==> src/rtl/wait_seq_pkg.sv <==
// Shared types for the wait-condition sequencer: compare opcodes, FSM states
// and the per-stage configuration record.
package wait_seq_pkg;

    // Operand width held in the stage table; narrower monitored values are zero-extended.
    localparam int DATA_W = 32;

    typedef enum logic [2:0] {
        EQ    = 3'd0,
        NE    = 3'd1,
        LT    = 3'd2,
        GT    = 3'd3,
        RANGE = 3'd4,
        NEVER = 3'd7
    } op_e;

    typedef enum logic [1:0] {
        IDLE = 2'd0,
        WAIT = 2'd1,
        DONE = 2'd2,
        TMO  = 2'd3
    } state_e;

    typedef struct packed {
        op_e               op;
        logic [DATA_W-1:0] lo;
        logic [DATA_W-1:0] hi;
    } stage_cfg_t;

endpackage

==> src/rtl/wait_cond_eval.sv <==
// Combinational evaluation of one wait condition against the monitored value.
module wait_cond_eval
    import wait_seq_pkg::*;
(
    input  stage_cfg_t        cfg,
    input  logic [DATA_W-1:0] value,
    output logic              match
);

    always_comb begin
        match = 1'b0;
        case (cfg.op)
            EQ:      match = (value == cfg.lo);
            NE:      match = (value != cfg.lo);
            LT:      match = (value <  cfg.lo);
            GT:      match = (value >  cfg.lo);
            RANGE:   match = (value >  cfg.lo) && (value < cfg.hi);
            default: match = 1'b0;
        endcase
    end

endmodule

==> src/rtl/wait_seq_ctrl.sv <==
// Steps a monitored value through a programmed list of wait conditions and
// flags completion, or a per-stage timeout if a stage stalls.
//
// state | meaning
// IDLE  | after reset, table writable, waiting for start
// WAIT  | evaluating table[stage] every cycle, timer counting stall cycles
// DONE  | all active stages satisfied, done held, restartable
// TMO   | a stage exceeded its limit, timeout held, restartable
module wait_seq_ctrl
    import wait_seq_pkg::*;
#(
    parameter int WIDTH = 32,
    parameter int DEPTH = 4,
    parameter int TO_W  = 16
) (
    input  logic                     clk,
    input  logic                     rst,
    input  logic                     cfg_we,
    input  logic [$clog2(DEPTH)-1:0] cfg_idx,
    input  logic [2:0]               cfg_op,
    input  logic [WIDTH-1:0]         cfg_lo,
    input  logic [WIDTH-1:0]         cfg_hi,
    input  logic [$clog2(DEPTH):0]   n_stages,
    input  logic [TO_W-1:0]          to_limit,
    input  logic                     start,
    input  logic [WIDTH-1:0]         value,
    output logic                     busy,
    output logic [$clog2(DEPTH)-1:0] stage,
    output logic                     hit,
    output logic                     done,
    output logic                     timeout
);

    localparam int IDX_W = $clog2(DEPTH);
    localparam int CNT_W = IDX_W + 1;

    state_e           state;
    stage_cfg_t       tbl [DEPTH];
    logic [CNT_W-1:0] n_lat;
    logic [TO_W-1:0]  to_lat;
    logic [TO_W-1:0]  timer;

    logic             match;
    logic             last;
    logic [CNT_W-1:0] n_in;
    logic [CNT_W-1:0] stage_nx;
    logic [TO_W-1:0]  timer_inc;

    wait_cond_eval u_eval (
        .cfg   (tbl[stage]),
        .value (DATA_W'(value)),
        .match (match)
    );

    // Counts above DEPTH would wrap the stage index, so they are clamped.
    assign n_in      = (n_stages > CNT_W'(DEPTH)) ? CNT_W'(DEPTH) : n_stages;
    assign stage_nx  = {1'b0, stage} + CNT_W'(1);
    assign last      = (stage_nx >= n_lat);
    assign timer_inc = (timer == '1) ? timer : timer + TO_W'(1);

    always_ff @(posedge clk or posedge rst) begin
        if (rst) begin
            for (int i = 0; i < DEPTH; i++) begin
                tbl[i] <= '{op: NEVER, lo: '0, hi: '0};
            end
        end else if (cfg_we && state != WAIT) begin
            tbl[cfg_idx] <= '{op: op_e'(cfg_op), lo: DATA_W'(cfg_lo), hi: DATA_W'(cfg_hi)};
        end
    end

    always_ff @(posedge clk or posedge rst) begin
        if (rst) begin
            state   <= IDLE;
            busy    <= 1'b0;
            stage   <= '0;
            hit     <= 1'b0;
            done    <= 1'b0;
            timeout <= 1'b0;
            timer   <= '0;
            n_lat   <= '0;
            to_lat  <= '0;
        end else begin
            hit <= 1'b0;
            case (state)
                WAIT: begin
                    // A match takes priority over an expiring timer.
                    if (match) begin
                        hit   <= 1'b1;
                        timer <= '0;
                        if (last) begin
                            state <= DONE;
                            done  <= 1'b1;
                            busy  <= 1'b0;
                        end else begin
                            stage <= stage + IDX_W'(1);
                        end
                    end else begin
                        timer <= timer_inc;
                        if (to_lat != '0 && timer_inc == to_lat) begin
                            state   <= TMO;
                            timeout <= 1'b1;
                            busy    <= 1'b0;
                        end
                    end
                end
                default: begin
                    if (start) begin
                        n_lat   <= n_in;
                        to_lat  <= to_limit;
                        stage   <= '0;
                        timer   <= '0;
                        timeout <= 1'b0;
                        if (n_in == '0) begin
                            state <= DONE;
                            done  <= 1'b1;
                            busy  <= 1'b0;
                        end else begin
                            state <= WAIT;
                            done  <= 1'b0;
                            busy  <= 1'b1;
                        end
                    end
                end
            endcase
        end
    end

endmodule

==> config.mk <==
export PLATFORM = sky130hd
export DESIGN_NAME = wait_seq_ctrl
export DESIGN_NICKNAME = d
export VERILOG_FILES = /design/src/rtl/wait_seq_pkg.sv /design/src/rtl/wait_cond_eval.sv /design/src/rtl/wait_seq_ctrl.sv
export SDC_FILE = /design/constraint.sdc
export NUM_CORES = 1
export LEC_CHECK = 0
export BUFFER_PORTS_ARGS = -buffer_cell sky130_fd_sc_hd__buf_2
export CORE_UTILIZATION = 45
export DETAILED_ROUTE_END_ITERATION = 10
export HOLD_SLACK_MARGIN = 0.08
export PLACE_DENSITY = 0.73
export SLEW_MARGIN = 20
export SYNTH_ARGS = -nofsm -noshare
export SYNTH_HDL_FRONTEND = slang
export SYNTH_HIERARCHICAL = 1
export SYNTH_SLANG_ARGS = --single-unit
==> constraint.sdc <==
create_clock -name clk -period 9.4 [get_ports clk]
set_input_delay 0.94 -clock clk [delete_from_list [all_inputs] [get_ports clk]]
set_output_delay 0.94 -clock clk [all_outputs]
set_load 0.005 [all_outputs]
Word-level counts from Yosys, hierarchy flattened

Index checks and enable logic that the tools add are counted.

Div/mod/pow operators: 0
Multiply operators: 0
Bitwise logic cells: 3
Reduce and logical (&&, ||, !) cells: 13
Equality and inequality tests: 17
$add $sub $neg: 3
$lt $le $gt $ge: 8
Mux-type cells: 39
Shift-type cells: 0

Operators with widths:

| kind                                                      | count |
|---|---|
| bitwise mux 268 bit                                       | 1 |
| 2-to-1 mux 67 bit                                         | 3 |
| binary-select mux 67 bit (select 2 bit)                   | 1 |
| demux 67 bit (select 2 bit)                               | 1 |
| < comparator 32 bit                                       | 2 |
| 2-to-1 mux 16 bit                                         | 4 |
| equality test 32 bit                                      | 1 |
| greater-than comparator 32 bit                            | 1 |
| != test 32 bit                                            | 1 |
| 2-to-1 mux 2 bit                                          | 10 |
| 2-to-1 mux 1 bit                                          | 17 |
| adder 16 x 1 -> 16 bit (second input constant)            | 1 |
| equality test 16 bit                                      | 1 |
| equality test 16 bit (second input constant)              | 1 |
| nonzero test 16 bit                                       | 1 |
| AND reduction 3 bit                                       | 4 |
| != test 2 bit (second input constant)                     | 5 |
| equality test 3 x 2 -> 1 bit (second input constant)      | 2 |
| greater-or-equal comparator 3 bit (second input constant) | 2 |
| logical NOT 3 bit                                         | 2 |
| != test 3 bit (second input constant)                     | 2 |
| NOT 2 -> 3 bit                                            | 2 |
| case mux 1 bit (5 select lines)                           | 1 |
| logical AND 1 bit                                         | 4 |
| 13 further kinds                                          | 13 |

RAM bits: 0
Word-level logic and storage cells: 104
Bits of input ports: 124
Bits in registers: 311
Memories kept: 0
Output and inout bits: 6
Memory bits (read-only): 0
Latch bits: 0

Longest topological paths before layout

Gate-level depths: netlist (run 1).

Depth in word-level cells: 9
Gate-level depth with buffers: 18
Mapped depth without buffers: 15

By module

The synthesis (run 1) kept the hierarchy.

Modules (own cells, without submodules):

| module         | area an instance (um^2) | times used | sequential area each (um^2) | cells an instance |
|---|---|---|---|---|
| wait_seq_ctrl  | 14263.7                 | 1          | 7797.5                      | 956 |
| wait_cond_eval | 1675.4                  | 1          | 0.0                         | 234 |

Worst setup path before layout (run 1)

No wires, ideal clock.

Path kind: reg2reg
Start point: register stage[1]
End point: register timer[4]
Arrival: 3.761 ns
Buffers on the path: 4
Cell stages (with the launch flop): 19
Slack: 5.505 ns
Setup time: 0.134 ns
Period minus slack after synthesis: 3.895 ns
Required time: 9.266 ns
Cell sequence: dfrtp_1 clkbuf_1 clkbuf_1 clkbuf_1 mux4_2 inv_1 ha_1 a21o_1 a21o_1 a21oi_1 o21ai_0 a211oi_1 nand3_1 a21oi_1 nand2b_1 clkbuf_1 o21ai_0 nand2_1 o31ai_1

Word-level cells in the longest chain between the ends: 9
Elaborated cells between the ends (all ways): 18
Those cells by class: order compare (3); eq/ne (6); mux (6); bitwise (1); reduce/logical (2)

RTL lines:

| item                                                                  | line                                       | text |
|---|---|---|
| start, declared                                                       | wait_seq_ctrl.sv:28                        | `output logic [$clog2(DEPTH)-1:0] stage,` |
| start signal, assigned                                                | wait_seq_ctrl.sv:95                        | `stage <= stage + IDX_W'(1);` |
| NOT 2 -> 3 bit (not written as such) *                                | wait_seq_ctrl.sv:50                        | `.cfg (tbl[stage]),` |
| binary-select mux 67 bit (select 2 bit) *                             | wait_seq_ctrl.sv:50                        |  |
| 2-to-1 mux 67 bit (not written as such) * (2 in a row)                | wait_seq_ctrl.sv:50                        |  |
| greater-than comparator 32 bit or < comparator 32 bit (tied branches) | wait_cond_eval.sv:16, wait_cond_eval.sv:17 |  |
| logical AND 1 bit                                                     | wait_cond_eval.sv:17                       | `RANGE: match = (value > cfg.lo) && (value < cfg.hi);` |
| case mux 1 bit (5 select lines) *                                     | wait_cond_eval.sv:12                       | `case (cfg.op)` |
| named net match                                                       | wait_seq_ctrl.sv:43                        | `logic match;` |
| 2-to-1 mux 16 bit *                                                   | wait_seq_ctrl.sv:87                        | `if (match) begin` |
| 2-to-1 mux 16 bit *                                                   | wait_seq_ctrl.sv:84                        | `case (state)` |
| end signal, assigned                                                  | wait_seq_ctrl.sv:98                        | `timer <= timer_inc;` |
| end, declared                                                         | wait_seq_ctrl.sv:41                        | `logic [TO_W-1:0] timer;` |

The timed path passes the listed nets; every way through them passes the cells marked *. The select of a mux whose other input is x is not followed.
A chain may end at the register's enable or synchronous reset.

Final worst setup path (run 1)

Start point: register stage[0]
End point: register timer[1]

The elaborated chain is that of the path after synthesis.

==> metrics.yaml, run 1 <==
seq_area_mm2: 0.007805
tns_ns: 0
die_area_mm2: 0.03618
grt_first_pass_wirelength_um: 59810
nFillCells: 2935
dr.pass1.iters: 5
hold_viol_final: 0
crit_fanout: 41
worst_pin_slew_ns: 1.088
grt_pass1_vias: 10712
yosys-top-cells-area: "dfrtp_1 (47%), mux2_2 (20%), mux4_2 (9.5%)"
htreeDepth: 2
synth-edff-count: 0
holdBufCountCts: 0
via_count: 10351
p_leak_nw: 7.957
max-slew-margin-rel_pct: 27.47
final_common_cell: "dfrtp_1"
max-cap-violations: 0
postCtsSetupRepairBufs: 0
status: "completed"
min_from: "timeout"
slew_violations: 0
drt-wirelength-per-cell_um: 20.96
crit_start: "stage[0]"
cts_resized: 0
finalNonFillerCells: 1786
clockBufferDepth: 3
final_cell_mix: "dfrtp_1 (297), mux2_2 (286), buf_2 (129)"
drtAntennaViolNets: 0
drt-initial-drc-count: 702
grt_usage_pct: 21.23
viasPerCell: 5.796
post-place-cells: 1717
crit_required_ns: 9.81
die_y_um: 190.2
fin_skew_ns: 0.02756
cts.clk_slew.worst_paths_ns: 0.06
yosysTopAreaCellShare_pct: 46.94
yosysWarnings: 6
rows: 68
ys_seq_elements: 311
routabilityCongestion: 0.8606
final_layout_size_suffix_gt1_share_pct: 44.23
path_class: "register to register"
cts_tree: "yes"
core_area_mm2: 0.03471
synth.distinct_cells: 71
arrival_ns: 5.34
area_growth_pct: 14.20
avgSynthCellArea_um2: 13.39
syn-num-nets: 1382
die_w_um: 190.2
grt_antenna_before_repair: 9
min_period_ns: 4.925
hp-class: "register to register"
numCtsBuffers: 35
clock_insertion_delay_worst_skew_ns: 0.53
r2r-start: "stage[0]"
globalRouteOverflowTotal: 0
peakVddDrop_v: 0.0001352
grt_max_degree: 188
drc: 0
num-nets-final: 1491
async_reset_ff_share_pct: 100.0
place_hpwl_um: 25310
root_buffer: "clkbuf_16"
multiInputGateArea_mm2: 0.007635
power.density_mw_per_mm2: 323.9
totalWireLength_um: 37440
start_kind: "register"
initial_core_util_pct: 45.92
synth.cell_area_mm2: 0.01594
fin_crit_sh_pct: 52.40
port_buffers: 129
io_pins: 130
fmax_mhz: 203.0
dominantRegCellSynth: "dfrtp_1"
synth_top_area_cell: "dfrtp_1"
setup_violations: 0
end_kind: "register"
synth.yosys.seq_area_share_pct: 48.92
rsz0062_at_grt: "no"
syn-instance-count: 1190
clock-sinks: 311
per-stage QoR:
step | instance area, um^2 | utilization [%] | total power, mW | hold WS [ns] | worst slack (ns)
finish | 18200 | 52.44 | 5.896 | 0.4838 | 4.475
global placement | 17000 | 48.96 | 4.399 | 0.4734 | 4.523
CTS | 18180 | 52.37 | 5.931 | 0.4959 | 4.412
floorplan | 15940 | - | 3.939 | 0.4498 | 4.329
detailed placement | 17000 | 48.96 | 4.523 | 0.4826 | 4.412
global route | 18190 | 52.41 | 6.280 | 0.5083 | 4.021
kinds of logic (layout without fill, tap and decap cells):
kind of cell             Yosys count  in the layout  synth area share (%)
multiplexers                     355            355                 29.80
flip-flops                       311            311                 48.92
AND/OR/NAND/NOR                  173            173                 6.351
AO/OA/AOI/OAI                    137            137                 5.738
buffers and inverters            137            272                 3.360
adder cells (fa/ha/maj)           68             68                 5.338
XOR/XNOR                           9              9                0.4945
other                              0              6                     0
routing by layer:
metal | GRT usage, % | wire length (um) | vias up
li1 | - | - | 4650
met1 | 28.41 | 16280 | 5385
met2 | 34.36 | 18040 | 246
met3 | 4.667 | 2134 | 64
met4 | 6.800 | 953 | 6
met5 | 0 | 34 | -
state kept, by name, summed over array words and instances (netlist names):
register,cells
to_lat,16
done,1
timeout,1
tbl,268
stage,2
state,2
n_lat,3
busy,1
timer,16
hit,1
cell usage after synthesis, drive strengths merged (5+ instances only):
cell / number
and4: 6
nand3: 19
inv: 71
a21o: 9
buf: 20
nor2: 27
clkbuf: 46
nand2b: 8
nor4: 8
a211oi: 6
nor3: 7
dfrtp: 299
ha: 68
a31oi: 7
nand2: 39
o21ai: 34
nor2b: 10
mux2: 286
mux4: 67
a21oi: 43
dfstp: 12
xnor2: 5
nand4: 28
worst max-delay path: stages (launching register included):
cell and delay, ns:
dfrtp_4 0.92, buf_4 0.65, mux4_2 0.58, inv_1 0.07
ha_1 0.24, a21oi_1 0.23, o21ai_4 0.10, a22o_1 0.25
o31ai_2 0.29, nand3_1 0.13, a21oi_1 0.29, nand2b_1 0.51
o21ai_0 0.24, a32o_1 0.25
power breakdown:
| group | internal [mW] | switching [mW] | leakage, nW |
|---|---|---|---|
| Sequential | 2.00 | 0.398 | 3.74 |
| Combinational | 1.18 | 0.938 | 3.64 |
| Clock | 0.825 | 0.553 | 0.583 |
| Total | 4.01 | 1.89 | 7.96 |
final cells by class:
type	count	area share (%)
tap	455	3.128
multi-input combinational	742	41.94
clock inverter	16	1.107
sequential	311	42.88
clock buffer	47	5.389
timing repair buffer	138	3.987
inverter	71	1.485
antenna	6	0.08249
final timing paths:
kind                       endpoint  slack (ns)  cells after the start
setup reg to reg           timer[1]        4.47                     13
hold / removal              timeout        0.48                      2
setup / recovery           timer[1]        4.47                     13
hold reg to reg             timeout        0.48                      2
min in group asynchronous   tbl[63]        0.65                      3
max in group asynchronous  tbl[214]        7.30                      4
Power figures use the tool's default switching activity.
==> run 2, diff against run 1 <==
PLACE_DENSITY = 0.71   (was 0.73)
clock period = 4.9 ns   (was 9.4 ns; I/O delays follow)
==> run 2 against run 1 <==
Global-route usage about the same. Clock power up 95%. Sequential cell count unchanged. Cell count up 0.11%. Critical endpoint unchanged. Largest cell class unchanged.
==> metrics.yaml, run 2 (synthesis gave the netlist of run 1 again) <==
viasPerCell: 5.762  # -0.58%
grt_antenna_before_repair: 9  # unchanged
peakVddDrop_v: 0.0003374  # +150%
num-nets-final: 1496  # +0.34%
path_class: "register to register"
final_common_cell: "dfrtp_1"
min_from: "to_limit[3]"
design_area_mm2: 0.01832  # +0.63%
fmax_mhz: 235.8  # +16%
detailed_place.area_mm2: 0.01707  # +0.43%
arrival_ns: 4.65  # -0.69 ns
initial_core_util_pct: 45.92  # unchanged
grt_first_pass_wirelength_um: 59800  # about the same
crit_start: "stage[0]"
area_growth_pct: 14.92
clockBufferDepth: 3  # unchanged
crit_end: "timer[1]"
routabilityCongestion: 0.9114  # +5.9%
die_y_um: 190.2  # unchanged
clock-sinks: 311  # unchanged
grt_max_degree: 194  # +3.2%
hold_viol_final: 0  # unchanged
totalWireLength_um: 37160  # -0.75%
grt_pass1_vias: 10755  # +0.40%
cts_resized: 0  # unchanged
drt-wirelength-per-cell_um: 20.78  # -0.86%
r2r_slack_ns: 0.66  # -3.82 ns
final_cell_mix: "dfrtp_1 (297), mux2_2 (286), buf_2 (129)"
nFillCells: 2917  # -0.61%
finalWorstSetupSlack_ns: 0.6587  # -3.816 ns
reg.largest.list: "tbl x268, timer x16, to_lat x16"
globalRouteOverflowTotal: 0  # unchanged
cp_slowest_cell: "dfrtp_4"
cts.clk_slew.worst_paths_ns: 0.06  # about the same
r2r_end: "timer[1]"
crit_chain: "buf_4, mux4_2, inv_1, ha_1, nand4_1, a2111o_1, nand4b_1, a21o_1, nand3_1, a21oi_1, nand2b_1, o21ai_0, a32o_1"
die_w_um: 190.2  # unchanged
drc: 0  # unchanged
htreeDepth: 2  # unchanged
setup_violations: 0  # unchanged
p_leak_nw: 8.003  # +0.58%
slowest_delay_ns: 0.72  # -0.20 ns
grt_usage_pct: 21.25  # +0.022 points
root_buffer: "clkbuf_16"
start_kind: "register"
max-slew-margin-rel_pct: 25.86  # -1.6 points
fin_skew_ns: 0.02034  # -0.007229 ns
min_period_ns: 4.241  # -0.6840 ns
drt-initial-drc-count: 640  # -8.8%
final_layout_size_suffix_gt1_share_pct: 43.98  # -0.25 points
place_hpwl_um: 25250  # -0.24%
dr.pass1.iters: 5  # unchanged
ff2ff_path_depth: 13  # unchanged
worst_pin_slew_ns: 1.112  # +0.02406 ns
crit_fanout: 21  # -49%
numCtsBuffers: 35  # unchanged
status: "completed"
drtAntennaViolNets: 0  # unchanged
r2r-start: "stage[0]"
end_kind: "register"
die_area_mm2: 0.03618  # unchanged
clock_insertion_delay_worst_skew_ns: 0.52  # about the same
post-place-cells: 1720  # +0.17%
slew_violations: 0  # unchanged
core_area_mm2: 0.03471  # unchanged
largest_reg_flops: 268  # unchanged
tns_ns: 0  # unchanged
hp-class: "input port to register"
io_pins: 130  # unchanged
top_register: "tbl"
port_buffers: 129  # unchanged
cts_tree: "yes"
rows: 68  # unchanged
max-cap-violations: 0  # unchanged
finalNonFillerCells: 1788  # +0.11%
fin_crit_sh_pct: 86.56  # +34 points
rsz0062_at_grt: "no"
crit_required_ns: 5.31  # -4.50 ns
pre_cts_slack_ns: 0.6661  # -3.746 ns
power.density_mw_per_mm2: 621.6  # +92%
via_count: 10302  # -0.47%
-- run 2: cell count changes in the layout (fill, tap and decap cells not counted), sizes merged --
cell / before / now
clkbuf: 47 / 53
clkinv: 10 / 3
buf: 138 / 142
diode: 6 / 5
clkinvlp: 2 / 1
dlygate4sd3: 0 / 1
inv: 72 / 71
bufinv: 3 / 4
-- run 2: worst min path at each step --
stage                 to  slack (ns)  cells past startpoint
2_1_floorplan   n_lat[1]        0.45                      2
3_3_place_gp     tbl[59]        0.48                      1
3_5_place_dp    n_lat[1]        0.48                      2
4_1_cts        to_lat[3]        0.18                      2
5_1_grt        to_lat[3]        0.18                      2
6_report       to_lat[3]        0.19                      2
-- run 2: final cells by class --
| cell class | instances | area [um^2] | share of cell area [%] |
|---|---|---|---|
| diodes | 5 | 12.51 | 0.06831 |
| inverters | 71 | 270.3 | 1.475 |
| multi-input cells | 742 | 7635 | 41.68 |
| repair buffers | 143 | 835.8 | 4.563 |
| clock inverters | 8 | 155.1 | 0.8470 |
| clock buffers | 53 | 1035 | 5.649 |
| flip-flops and latches | 311 | 7805 | 42.61 |
| well taps | 455 | 569.3 | 3.108 |
-- run 2: worst max-delay path: cells and delay by family (launching register included) --
kind,cells,cell delay [ns]
flip-flops,1,0.72
adder cells (fa/ha/maj),1,0.13
buffers and inverters,2,0.41
AO/OA/AOI/OAI,5,1.41
multiplexers,1,0.52
AND/OR/NAND/NOR,4,0.93
-- run 2: timing repair --
item,4_1_cts,5_1_grt
hold buffers,1,0
buffers inserted,0,0
endpoints found under the hold margin,14,0
-- run 2: report_power, final --
group          switching, mW  leakage (nW)  internal [mW]
Clock                   1.02         0.582           1.67
Sequential             0.734          3.74           3.83
Combinational           1.83          3.68           2.30
-- run 2: routing by layer --
layer / global-route usage, % / up-vias / part of all wire, %
li1: - / 4655 / -
met1: 27.88 / 5319 / 44
met2: 35.40 / 245 / 49
met3: 4.021 / 75 / 4.6
met4: 7.108 / 8 / 2.8
met5: 0 / - / 0.12
-- run 2: through the flow --
step / util (%) / power (mW) / hold WS [ns]
2_1_floorplan: - / 7.556 / 0.4498
3_3_place_gp: 49.17 / 8.474 / 0.4814
3_5_place_dp: 49.17 / 8.720 / 0.4825
4_1_cts: 52.63 / 11.46 / 0.1787
5_1_grt: 52.76 / 12.13 / 0.1764
6_report: 52.77 / 11.39 / 0.1940
